**src/rtl/keccak_obytes_gearbox.sv**
```systemverilog
// Repacks 64-bit Keccak squeeze words into 3-byte groups for Kyber rejection sampling.
// States: IDLE (wait for i_start) | RUN (accept words, emit groups) | DONE (one-cycle end pulse)
module keccak_obytes_gearbox #(
  parameter int BW_DATA = 64,
  parameter int BW_LEN  = 10
) (
  input  logic               i_clk,
  input  logic               i_rstn,
  input  logic               i_start,
  input  logic [BW_LEN-1:0]  i_len,
  input  logic [BW_DATA-1:0] i_words,
  input  logic               i_words_valid,
  output logic               o_words_ready,
  output logic [23:0]        o_grp,
  output logic               o_grp_valid,
  input  logic               i_grp_ready,
  output logic               o_done,
  output logic [1:0]         o_drop
);

  localparam logic [1:0] S_IDLE = 2'd0;
  localparam logic [1:0] S_RUN  = 2'd1;
  localparam logic [1:0] S_DONE = 2'd2;

  logic [1:0]        state_q, state_d;
  logic [4:0]        cnt_q, cnt_d;
  logic [BW_LEN-1:0] rem_q, rem_d;
  logic [127:0]      buf_q, buf_d;

  logic         in_run, acc, emit;
  logic [3:0]   take;
  logic [4:0]   cnt_sh;
  logic [63:0]  word_m;
  logic [127:0] buf_sh, word_ext;

  assign in_run        = (state_q == S_RUN);
  assign o_words_ready = in_run && (cnt_q <= 5'd8) && (rem_q != '0);
  assign o_grp_valid   = in_run && (cnt_q >= 5'd3);
  assign o_grp         = buf_q[127:104];
  assign o_done        = (state_q == S_DONE);
  assign o_drop        = o_done ? cnt_q[1:0] : 2'd0;
  assign acc           = i_words_valid && o_words_ready;
  assign emit          = o_grp_valid && i_grp_ready;

  always_comb begin
    take   = (rem_q >= BW_LEN'(8)) ? 4'd8 : rem_q[3:0];
    // keep only the top 'take' bytes; bytes past the stream end are zeroed
    word_m = i_words[63:0] & ({64{1'b1}} << {4'd8 - take, 3'b000});
    buf_sh = emit ? {buf_q[103:0], 24'd0} : buf_q;
    cnt_sh = emit ? (cnt_q - 5'd3) : cnt_q;
    // cnt_sh <= 8 whenever a word is accepted, so the new bytes always fit
    word_ext = {word_m, 64'd0} >> {cnt_sh[3:0], 3'b000};

    state_d = state_q;
    cnt_d   = cnt_q;
    rem_d   = rem_q;
    buf_d   = buf_q;

    case (state_q)
      S_IDLE: begin
        if (i_start) begin
          rem_d   = i_len;
          cnt_d   = 5'd0;
          buf_d   = '0;
          state_d = S_RUN;
        end
      end
      S_RUN: begin
        if ((rem_q == '0) && (cnt_q < 5'd3)) begin
          state_d = S_DONE;
        end else begin
          buf_d = acc ? (buf_sh | word_ext) : buf_sh;
          cnt_d = cnt_sh + (acc ? {1'b0, take} : 5'd0);
          if (acc) rem_d = rem_q - BW_LEN'(take);
        end
      end
      S_DONE: begin
        cnt_d   = 5'd0;
        buf_d   = '0;
        state_d = S_IDLE;
      end
      default: state_d = S_IDLE;
    endcase
  end

  always_ff @(posedge i_clk or negedge i_rstn) begin
    if (!i_rstn) begin
      state_q <= S_IDLE;
      cnt_q   <= 5'd0;
      rem_q   <= '0;
      buf_q   <= '0;
    end else begin
      state_q <= state_d;
      cnt_q   <= cnt_d;
      rem_q   <= rem_d;
      buf_q   <= buf_d;
    end
  end

endmodule
```
**config.mk**
```make
export PLATFORM = sky130hd
export DESIGN_NAME = keccak_obytes_gearbox
export DESIGN_NICKNAME = d
export VERILOG_FILES = /design/src/rtl/keccak_obytes_gearbox.sv
export SDC_FILE = /design/constraint.sdc
export NUM_CORES = 1
export LEC_CHECK = 0
export CAP_MARGIN = 0
export CORE_ASPECT_RATIO = 1.2
export CORE_MARGIN = 1
export CORE_UTILIZATION = 40
export DETAILED_ROUTE_END_ITERATION = 10
export PLACE_DENSITY = 0.62
export SLEW_MARGIN = 20
export SYNTH_ARGS = -nofsm -noshare
export SYNTH_HDL_FRONTEND = slang
export SYNTH_SLANG_ARGS = --single-unit
```
**constraint.sdc**
```tcl
create_clock -name i_clk -period 4.37 [get_ports i_clk]
set_input_delay 0.6555 -clock i_clk [delete_from_list [all_inputs] [get_ports i_clk]]
set_output_delay 0.6555 -clock i_clk [all_outputs]
set_load 0.02 [all_outputs]
```
==> summary.md, run 1 <==
| Metric | Value |
|---|---|
| Mapped Avg Cell Area | `8.64 um^2` |
| Rel. slew slack | `0.359` |
| GRT Max-Usage Layer | `met2` |
| Initial antenna violation count | `0` |
| Clock root cell | `clkbuf_16` |
| First-pass GRT wire length | `62.3 mm` |
| Clk pin slew, worst setup/hold paths | `60 ps` |
| Reg2Reg Setup Slack | `330 ps` |
| Final instance area | `12100 um^2` |
| Maximum clock rate | `247 MHz` |
| # rows | `63` |
| Fin cells | `1573` |
| Die area | `25800 um^2` |
| Num CTS Buffers | `17` |
| Overflow after GRT | `0` |
| Dpl cells | `1542` |
| Hold slack | `319 ps` |
| Pwr dens | `868 nW/um^2` |
| Largest net degree at the start of global routing | `94` |
| Fin nets | `1326` |
| CP Data Arrival Time | `4400 ps` |
| Post-synth EDFFs | `0` |
| Vias in the first global route | `10103` |
| WL/cell | `26.3 um` |
| Critical R2R Launch | `rem_q[7]` |
| Status | `completed` |
| Total routed wirelength | `41.4 mm` |
| Area Overhead vs Synth | `20.1%` |
| Routability cong. | `0.947` |
| Post-route antenna net violation count | `0` |
| Die height | `176 um` |
| Tot Pwr | `10.5 mW` |
| P_leak | `5.03 nW` |
| Cell depth of the worst flop-to-flop path | `12` |
| CTS tree | `built` |
| Clock skew | `8.14 ps` |
| Worst-Skew Late Latency | `450 ps` |
| # Max-Cap Violations | `0` |
| Tightest Hold Check Type | `input port to async pin` |
| Fin. max-slew vios | `0` |
| Setup repair bufs after CTS | `0` |
| Setup WS post-layout | `328 ps` |
| Max Buffers Root-to-Sink | `2` |
| Clk sink count | `145` |
| Least-Margin Pin Slew | `962 ps` |
| RSZ-0062 raised after global routing | `false` |
| CP max FO | `13` |
| Worst EP required | `4730 ps` |
| Initial Util | `0.408` |
| Die W | `147 um` |
| Sequential area share after synthesis | `0.361` |
| Final setup TNS | `0 ps` |
| Total Routing Usage GR | `0.323` |
| Flop and latch count out of synthesis | `145` |
| Endpoints failing setup | `0` |
| Global Route met3 Usage | `0.0655` |
| Syn_nets | `1254` |
| DR vias | `10507` |
| Place WS | `501 ps` |
| Layout cell share with drive strength beyond 1 | `0.132` |
| GRT met2 Usage | `0.493` |
| Mapped Area | `10100 um^2` |
| Fin util | `0.489` |
| Critical Path Start Type | `flop` |
| Synth async-reset ratio | `1.00` |
| Layout fillers | `2410` |
| HPWL after detailed placement | `29.3 mm` |
| Vias per cell | `6.68` |
| Hold Buf Count CTS | `0` |
| Residual DRC count | `0` |
| R2r endpoint | `buf_q[14]` |
| Ports | `108` |
| Dominant synthesized flop cell | `dfrtp_1` |
| Min cycle time layout | `4040 ps` |
| Critical setup path kind | `flop to flop` |
| Synth unique cells | `83` |
| Initial DRC count | `1291` |
| DRT Pass-1 Iters | `6` |
| Peak VDD IR | `0.508 mV` |
| Final Cycle Share | `0.925` |
| # resized after CTS | `0` |
| Antenna diode instance count | `0` |
| YS warnings | `0` |
| CTS H-tree lvls | `4` |
| Setup crit end kind | `flop` |
| GR met1 Demand/Resource | `0.432` |
| Placed cell area | `11500 um^2` |
| Total core area | `24700 um^2` |
| Final Hold Viols | `0` |
| Input/output buffers | `107` |
| Syn Inst Count | `1164` |
## critical path: stages, from the launching register on
cell and delay (ps):
dfrtp_1 440, or4_1 590, nor2_1 390, nand2_1 190, ha_1 340, o2111ai_2 250
and2_1 700, nand3_2 160, buf_4 230, nor4_2 230, buf_4 210, a22oi_1 80
o21ai_1 140
## cell families (layout without fill, tap and decap cells)
logic type / count (synthesis) / after routing / share of synthesized area
DFF: 145 / 145 / 0.361
and+or+nand+nor: 349 / 349 / 0.178
xor gates and xnor gates: 4 / 4 / 0.00348
AOI/OAI and AO/OA: 442 / 442 / 0.291
muxes: 79 / 79 / 0.0824
buffers and inverters: 133 / 217 / 0.0689
adders and majority gates: 11 / 11 / 0.0144
other: 1 / 1 / 0.000373
## cell usage after synthesis, types with 5 or more instances
cell | instances | area, um^2
dfrtp_1 | 145 | 3630
a21oi_1 | 121 | 606
nand2_1 | 95 | 357
o21ai_0 | 72 | 360
nor2_1 | 68 | 255
o22ai_1 | 61 | 382
mux2i_1 | 49 | 490
nand3_1 | 44 | 220
buf_2 | 38 | 190
nor3_1 | 38 | 190
and3_1 | 37 | 231
a221oi_1 | 36 | 315
clkbuf_1 | 35 | 131
buf_4 | 33 | 248
mux2_2 | 29 | 327
a22oi_1 | 25 | 188
o221ai_1 | 20 | 175
o21ai_1 | 16 | 80.1
inv_1 | 14 | 52.6
a31oi_1 | 12 | 75.1
a211oi_1 | 11 | 82.6
ha_1 | 10 | 125
nor4_1 | 10 | 62.6
a222oi_1 | 8 | 80.1
and2_1 | 8 | 50.1
nor2b_1 | 8 | 50.1
buf_1 | 7 | 26.3
o31ai_1 | 7 | 52.6
a221o_1 | 6 | 60.1
nand2b_1 | 6 | 37.5
o211ai_1 | 6 | 45.0
nor2_2 | 5 | 31.3
## worst max path at each step
stage,from,slack (ps),end,depth (start not counted)
detailed placement,rem_q[4],500,buf_q[14],12
floorplan,rem_q[4],710,buf_q[41],14
finish,rem_q[7],330,buf_q[14],12
global route,rem_q[4],220,buf_q[14],12
CTS,rem_q[4],450,buf_q[14],12
global placement,rem_q[7],610,buf_q[12],12
## flip-flops by register name, indices dropped and copies added (netlist names)
signal	count
buf_q	128
cnt_q	5
rem_q	10
state_q	2
## cell type report
type	count	area, um^2	share of cell area
Sequential cell	145	3630	0.301
Clock buffer	23	488	0.0404
Inverter	17	63.8	0.00529
Multi-Input combinational cell	886	5770	0.478
Timing Repair Buffer	169	1590	0.132
Tap cell	325	407	0.0337
Clock inverter	8	128	0.0106
## placed cells by master (no fill, tap or decap), drive strengths merged, types with 6 or more instances in the layout
| master | instances |
|---|---|
| o22ai | 61 |
| a221oi | 36 |
| nand2b | 7 |
| ha | 10 |
| o211ai | 7 |
| nor2 | 74 |
| o21ai | 91 |
| clkdlybuf4s50 | 106 |
| a21oi | 124 |
| a221o | 6 |
| mux2 | 30 |
| nor3 | 41 |
| a211oi | 12 |
| o221ai | 20 |
| a22oi | 25 |
| dfrtp | 145 |
| inv | 17 |
| and3 | 37 |
| mux2i | 49 |
| a222oi | 8 |
| nor4 | 12 |
| o31ai | 7 |
| a31oi | 12 |
| clkbuf | 23 |
| nand2 | 98 |
| buf | 63 |
| nand3 | 48 |
| nor2b | 8 |
| and2 | 9 |
## power breakdown
part,leakage [nW],internal (mW),switching [mW]
clock network,0.295,0.957,0.616
registers,1.79,1.92,0.454
logic,2.94,2.32,4.21
## per-layer routing
| metal | wire, um | share of wire |
|---|---|---|
| met1 | 16800 | 0.41 |
| met2 | 18400 | 0.45 |
| met3 | 4110 | 0.099 |
| met4 | 2030 | 0.049 |
| met5 | 0 | 0 |
Power figures use the tool's default switching activity.
==> run 2: changes to the inputs <==
--- a/config.mk
+++ b/config.mk
@@ -6,11 +6,13 @@
 export NUM_CORES = 1
 export LEC_CHECK = 0
 export CAP_MARGIN = 0
+export CELL_PAD_IN_SITES_DETAIL_PLACEMENT = 1
+export CELL_PAD_IN_SITES_GLOBAL_PLACEMENT = 1
 export CORE_ASPECT_RATIO = 1.2
 export CORE_MARGIN = 1
 export CORE_UTILIZATION = 40
 export DETAILED_ROUTE_END_ITERATION = 10
-export PLACE_DENSITY = 0.62
+export PLACE_DENSITY = 0.77
 export SLEW_MARGIN = 20
 export SYNTH_ARGS = -nofsm -noshare
 export SYNTH_HDL_FRONTEND = slang
==> run 2 against run 1 <==
Compared with the run above:
- clock power decreased by 4%
- non-clock buffer count shrank 5
- total power up 0.97%
- fmax is 1.8% lower
- register-to-register slack got worse by 70 ps
- critical endpoint is now buf_q[107]
==> summary.md, run 2 (synthesized netlist as in run 1, its figures left out) <==
| Metric | Value |
|---|---|
| Max Buffers Root-to-Sink | `2` |
| Fin cells | `1569` |
| Clk pin slew, worst setup/hold paths | `70 ps` |
| Area Overhead vs Synth | `19.2%` |
| Dpl cells | `1537` |
| Critical R2R Launch | `rem_q[7]` |
| # rows | `63` |
| Layout cell share with drive strength beyond 1 | `0.131` |
| Min cycle time layout | `4120 ps` |
| Pwr dens | `883 nW/um^2` |
| Routability cong. | `0.985` |
| Final Cycle Share | `0.942` |
| Die area | `25800 um^2` |
| Critical setup path kind | `flop to flop` |
| Residual DRC count | `0` |
| Total core area | `24700 um^2` |
| Setup crit end kind | `flop` |
| Clk network pwr share | `0.142` |
| Final setup TNS | `0 ps` |
| P_leak | `4.98 nW` |
| First-pass GRT wire length | `67.4 mm` |
| Tightest Hold Check Type | `input port to async pin` |
| Setup repair bufs after CTS | `0` |
| WL/cell | `28.2 um` |
| CP max FO | `10` |
| DRT Pass-1 Iters | `5` |
| Maximum clock rate | `243 MHz` |
| Peak VDD IR | `0.536 mV` |
| Initial antenna violation count | `0` |
| Sequential share of power | `0.229` |
| Hold Buf Count CTS | `0` |
| Largest net degree at the start of global routing | `78` |
| CTS tree | `built` |
| CP Buf/Inv Count | `2` |
| Sw frac | `0.521` |
| Clock root cell | `clkbuf_16` |
| HPWL after detailed placement | `31.4 mm` |
| Overflow after GRT | `0` |
| Die height | `176 um` |
| Total routed wirelength | `44.3 mm` |
| Die W | `147 um` |
| Post-route antenna net violation count | `0` |
| RSZ-0062 raised after global routing | `false` |
| Worst-Skew Late Latency | `440 ps` |
| Num CTS Buffers | `17` |
| R2r endpoint | `buf_q[107]` |
| Least-Margin Pin Slew | `1070 ps` |
| Endpoints failing setup | `0` |
| Commonest non-fill, non-tap cell in the layout | `dfrtp_1` |
| Fin util | `0.486` |
| Total Routing Usage GR | `0.350` |
| Clock skew | `8.86 ps` |
| DR vias | `10817` |
| Critical Path Start Type | `flop` |
| Reg2Reg Setup Slack | `250 ps` |
| Input/output buffers | `107` |
| Critical path cell sequence | `or4_1 -> nor2_2 -> nand2_1 -> inv_1 -> ha_1 -> nand3_1 -> a211o_1 -> nand3_1 -> mux2_2 -> o22ai_1 -> a222oi_1 -> inv_1` |
| CTS H-tree lvls | `4` |
| Hold slack | `274 ps` |
| Initial Util | `0.408` |
| Antenna diode instance count | `0` |
| Status | `completed` |
| # resized after CTS | `0` |
| Worst EP required | `4660 ps` |
| Final Hold Viols | `0` |
| Combinational cell fraction of total power | `0.629` |
| Sw Pwr | `5.51 mW` |
| Cell depth of the worst flop-to-flop path | `12` |
| Initial DRC count | `1291` |
| Fin. max-slew vios | `0` |
| Most frequent cells in the layout | `145 x dfrtp_1, 120 x a21oi_1, 106 x clkdlybuf4s50_1, 94 x nand2_1, 72 x o21ai_0` |
| Rel. slew slack | `0.284` |
| Highest-delay cell along the critical path | `a222oi_1` |
| CP Data Arrival Time | `4410 ps` |
| Kind of cell adding the most delay to the critical path | `compound AO/OA/AOI/OAI gates` |
| Worst path max stage delay | `800 ps` |
| # Max-Cap Violations | `0` |
| Vias per cell | `6.89` |
| Max reg flops | `128` |
| Register bank with the most flops | `buf_q` |
| Fin nets | `1321` |
| Biggest regs | `buf_q x128, rem_q x10, cnt_q x5` |
| Clk sink count | `145` |
| Int Pwr | `5.07 mW` |
| Ports | `108` |
| Vias in the first global route | `10855` |
[run 2: cell count changes in the layout (fill, tap and decap cells not counted), sizes merged]
cell    delta
clkinv     +3
buf        -5
clkbuf     -5
inv        +4
bufinv     -1
[run 2: per-stage QoR]
| stage | cell area (um^2) | power (mW) | setup slack, ps |
|---|---|---|---|
| after global placement | 11400 | 8.68 | 467 |
| after floorplan | 10100 | 6.64 | 712 |
| final | 12000 | 10.6 | 255 |
| after CTS | 12000 | 10.4 | 479 |
| after detailed placement | 11400 | 8.81 | 418 |
| after global routing | 12000 | 11.0 | 44.4 |
[run 2: layout make-up]
cell class | count | area (um^2)
clock buffer | 18 | 429
clock inverter | 14 | 155
fill | 2860 | 12700
inverter | 17 | 63.8
multi-input combinational | 886 | 5770
sequential | 145 | 3630
tap | 325 | 407
timing repair buffer | 164 | 1530
[run 2: worst max path at each step]
stage | startpoint | to | slack (ps) | depth (start not counted)
3_5_place_dp | i_grp_ready | buf_q[107] | 420 | 10
5_1_grt | rem_q[7] | buf_q[107] | 40 | 12
6_report | rem_q[7] | buf_q[107] | 250 | 12
2_1_floorplan | rem_q[4] | buf_q[41] | 710 | 14
3_3_place_gp | i_grp_ready | buf_q[107] | 470 | 10
4_1_cts | rem_q[7] | buf_q[107] | 480 | 12
[run 2: metal layers]
layer	track usage	vias to the layer above	wire length, um
li1	-	4555	-
met1	0.460	5352	17700
met2	0.539	735	19700
met3	0.0816	175	4660
met4	0.174	0	2260
met5	0	-	0
[run 2: power groups by stage]
stage | Combinational, mW | Sequential [mW] | Clock (mW)
floorplan | 4.44 | 2.20 | 0
global placement | 6.28 | 2.40 | 0
detailed placement | 6.40 | 2.42 | 0
CTS | 6.44 | 2.40 | 1.52
global route | 6.98 | 2.48 | 1.57
finish | 6.66 | 2.42 | 1.51
==> run 3: changes to the inputs <==
--- a/config.mk
+++ b/config.mk
@@ -5,7 +5,7 @@
 export SDC_FILE = /design/constraint.sdc
 export NUM_CORES = 1
 export LEC_CHECK = 0
-export CAP_MARGIN = 0
+export CAP_MARGIN = 10
 export CELL_PAD_IN_SITES_DETAIL_PLACEMENT = 1
 export CELL_PAD_IN_SITES_GLOBAL_PLACEMENT = 1
 export CORE_ASPECT_RATIO = 1.2
@@ -13,6 +13,7 @@
 export CORE_UTILIZATION = 40
 export DETAILED_ROUTE_END_ITERATION = 10
 export PLACE_DENSITY = 0.77
+export SETUP_SLACK_MARGIN = 0.1
 export SLEW_MARGIN = 20
 export SYNTH_ARGS = -nofsm -noshare
 export SYNTH_HDL_FRONTEND = slang
==> run 3 against run 2 <==
Compared with the run above:
- non-clock buffer count unchanged
- sequential cell count unchanged
- first-iteration DRC count down 3.6%
- wire length down 0.19%
- die area unchanged
- critical path type unchanged
- total power about the same
- clock-buffer cell count unchanged
- critical path depth unchanged
- hold slack better by 1.2 ps
- utilization about the same
- clock skew up 0.54 ps
- setup slack better by 120 ps
==> summary.md, run 3 (synthesized netlist as in run 1, its figures left out) <==
| Metric | Value |
|---|---|
| Fin nets | `1321` |
| Routability cong. | `0.985` |
| Overflow after GRT | `0` |
| Sw Pwr | `5.51 mW` |
| Endpoints failing setup | `0` |
| CP max FO | `10` |
| DRT Pass-1 Iters | `5` |
| Critical path cell sequence | `or4_1 -> nor2_2 -> nand2_1 -> inv_1 -> ha_2 -> nand3_1 -> a211o_1 -> nand3_1 -> mux2_2 -> o22ai_1 -> a222oi_1 -> inv_1` |
| Status | `completed` |
| # Max-Cap Violations | `0` |
| Register bank with the most flops | `buf_q` |
| Worst EP required | `4670 ps` |
| Input/output buffers | `107` |
| CTS tree | `built` |
| Final Cycle Share | `0.914` |
| Maximum clock rate | `250 MHz` |
| Worst path max stage delay | `790 ps` |
| Num CTS Buffers | `17` |
| CTS H-tree lvls | `4` |
| # rows | `63` |
| Die W | `147 um` |
| Sequential share of power | `0.228` |
| Int Pwr | `5.07 mW` |
| DR vias | `10813` |
| Multi-input gate area | `5770 um^2` |
| Total Routing Usage GR | `0.350` |
| Die height | `176 um` |
| HPWL after detailed placement | `31.4 mm` |
| CP Data Arrival Time | `4290 ps` |
| Least-Margin Pin Slew | `1080 ps` |
| Initial DRC count | `1244` |
| Final setup TNS | `0 ps` |
| Max reg flops | `128` |
| Critical Path Start Type | `flop` |
| RSZ-0062 raised after global routing | `false` |
| Clk pin slew, worst setup/hold paths | `70 ps` |
| Fin util | `0.486` |
| Final Hold Viols | `0` |
| Setup crit end kind | `flop` |
| Clk sink count | `145` |
| Worst-Skew Late Latency | `440 ps` |
| Most frequent cells in the layout | `145 x dfrtp_1, 120 x a21oi_1, 106 x clkdlybuf4s50_1, 94 x nand2_1, 72 x o21ai_0` |
| Max Buffers Root-to-Sink | `2` |
| P_leak | `4.98 nW` |
| Residual DRC count | `0` |
| Largest net degree at the start of global routing | `78` |
| Clock skew | `9.40 ps` |
| Tightest Hold Check Type | `input port to async pin` |
| Kind of cell adding the most delay to the critical path | `compound AO/OA/AOI/OAI gates` |
| Initial Util | `0.408` |
| Fin. max-slew vios | `0` |
| Initial antenna violation count | `0` |
| Commonest non-fill, non-tap cell in the layout | `dfrtp_1` |
| WL/cell | `28.2 um` |
| First-pass GRT wire length | `67.4 mm` |
| Biggest regs | `buf_q x128, rem_q x10, cnt_q x5` |
| Total routed wirelength | `44.2 mm` |
| Total core area | `24700 um^2` |
| Antenna diode instance count | `0` |
| Die area | `25800 um^2` |
| Min cycle time layout | `4000 ps` |
| Critical setup path kind | `flop to flop` |
| Peak VDD IR | `0.534 mV` |
| Area Overhead vs Synth | `19.2%` |
| Ports | `108` |
| Clk network pwr share | `0.142` |
| Pwr dens | `883 nW/um^2` |
| Register area | `3630 um^2` |
| Layout cell share with drive strength beyond 1 | `0.132` |
| Post-route antenna net violation count | `0` |
| Clock root cell | `clkbuf_16` |
| Vias per cell | `6.89` |
| CP Buf/Inv Count | `2` |
| Combinational cell fraction of total power | `0.629` |
| Rel. slew slack | `0.273` |
| Vias in the first global route | `10855` |
| Sw frac | `0.521` |
| Layout fillers | `2860` |
| Highest-delay cell along the critical path | `a222oi_1` |
run 3: changes by cell type in the layout (fill, tap and decap cells not counted):
cell | before | now
ha_1 | 10 | 9
ha_2 | 0 | 1
run 3: final cells by class:
| class | instances | share of cell area |
|---|---|---|
| clock inverters | 14 | 0.0129 |
| multi-input cells | 886 | 0.482 |
| well taps | 325 | 0.0339 |
| clock buffers | 18 | 0.0358 |
| inverters | 17 | 0.00533 |
| flip-flops and latches | 145 | 0.303 |
| repair buffers | 164 | 0.127 |
run 3: path summary, 6_finish.rpt:
path,from,end,slack [ps],cells after the start
worst max-delay path,rem_q[7],buf_q[107],370,12
worst min-delay path,i_rstn,buf_q[17],280,1
worst max register to register,rem_q[7],buf_q[107],370,12
worst min register to register,buf_q[116],buf_q[116],490,2
max in group asynchronous,i_rstn,buf_q[12],3020,2
min in group i_clk,buf_q[116],buf_q[116],490,2
run 3: per-layer routing:
layer  track usage  share of wire  vias to the layer above
met5             0              0                        -
met4         0.174          0.050                        0
met3        0.0816           0.10                      176
met2         0.539           0.45                      740
met1         0.460           0.40                     5335
li1              -              -                     4562
run 3: timing repair:
item	4_1_cts	5_1_grt
hold buffers	0	0
endpoints found under the setup margin	0	1
hold endpoints to repair	0	0
buffers inserted	0	0
resized for setup	0	2
run 3: stage by stage:
stage	hold WS (ps)	area, um^2	total power, mW	setup slack [ps]	cells
finish	275	12000	10.6	375	1569
global route	330	12000	11.0	148	1569
CTS	295	12000	10.4	479	1569
detailed placement	476	11400	8.81	418	1537
global placement	462	11400	8.68	467	1537
floorplan	360	10100	6.64	712	1164
run 3: power by group through the flow:
| stage | logic, mW | registers [mW] | clock network (mW) |
|---|---|---|---|
| after detailed placement | 6.40 | 2.42 | 0 |
| after global routing | 6.98 | 2.48 | 1.57 |
| after global placement | 6.28 | 2.40 | 0 |
| final | 6.66 | 2.42 | 1.51 |
| after CTS | 6.44 | 2.40 | 1.52 |
| after floorplan | 4.44 | 2.20 | 0 |
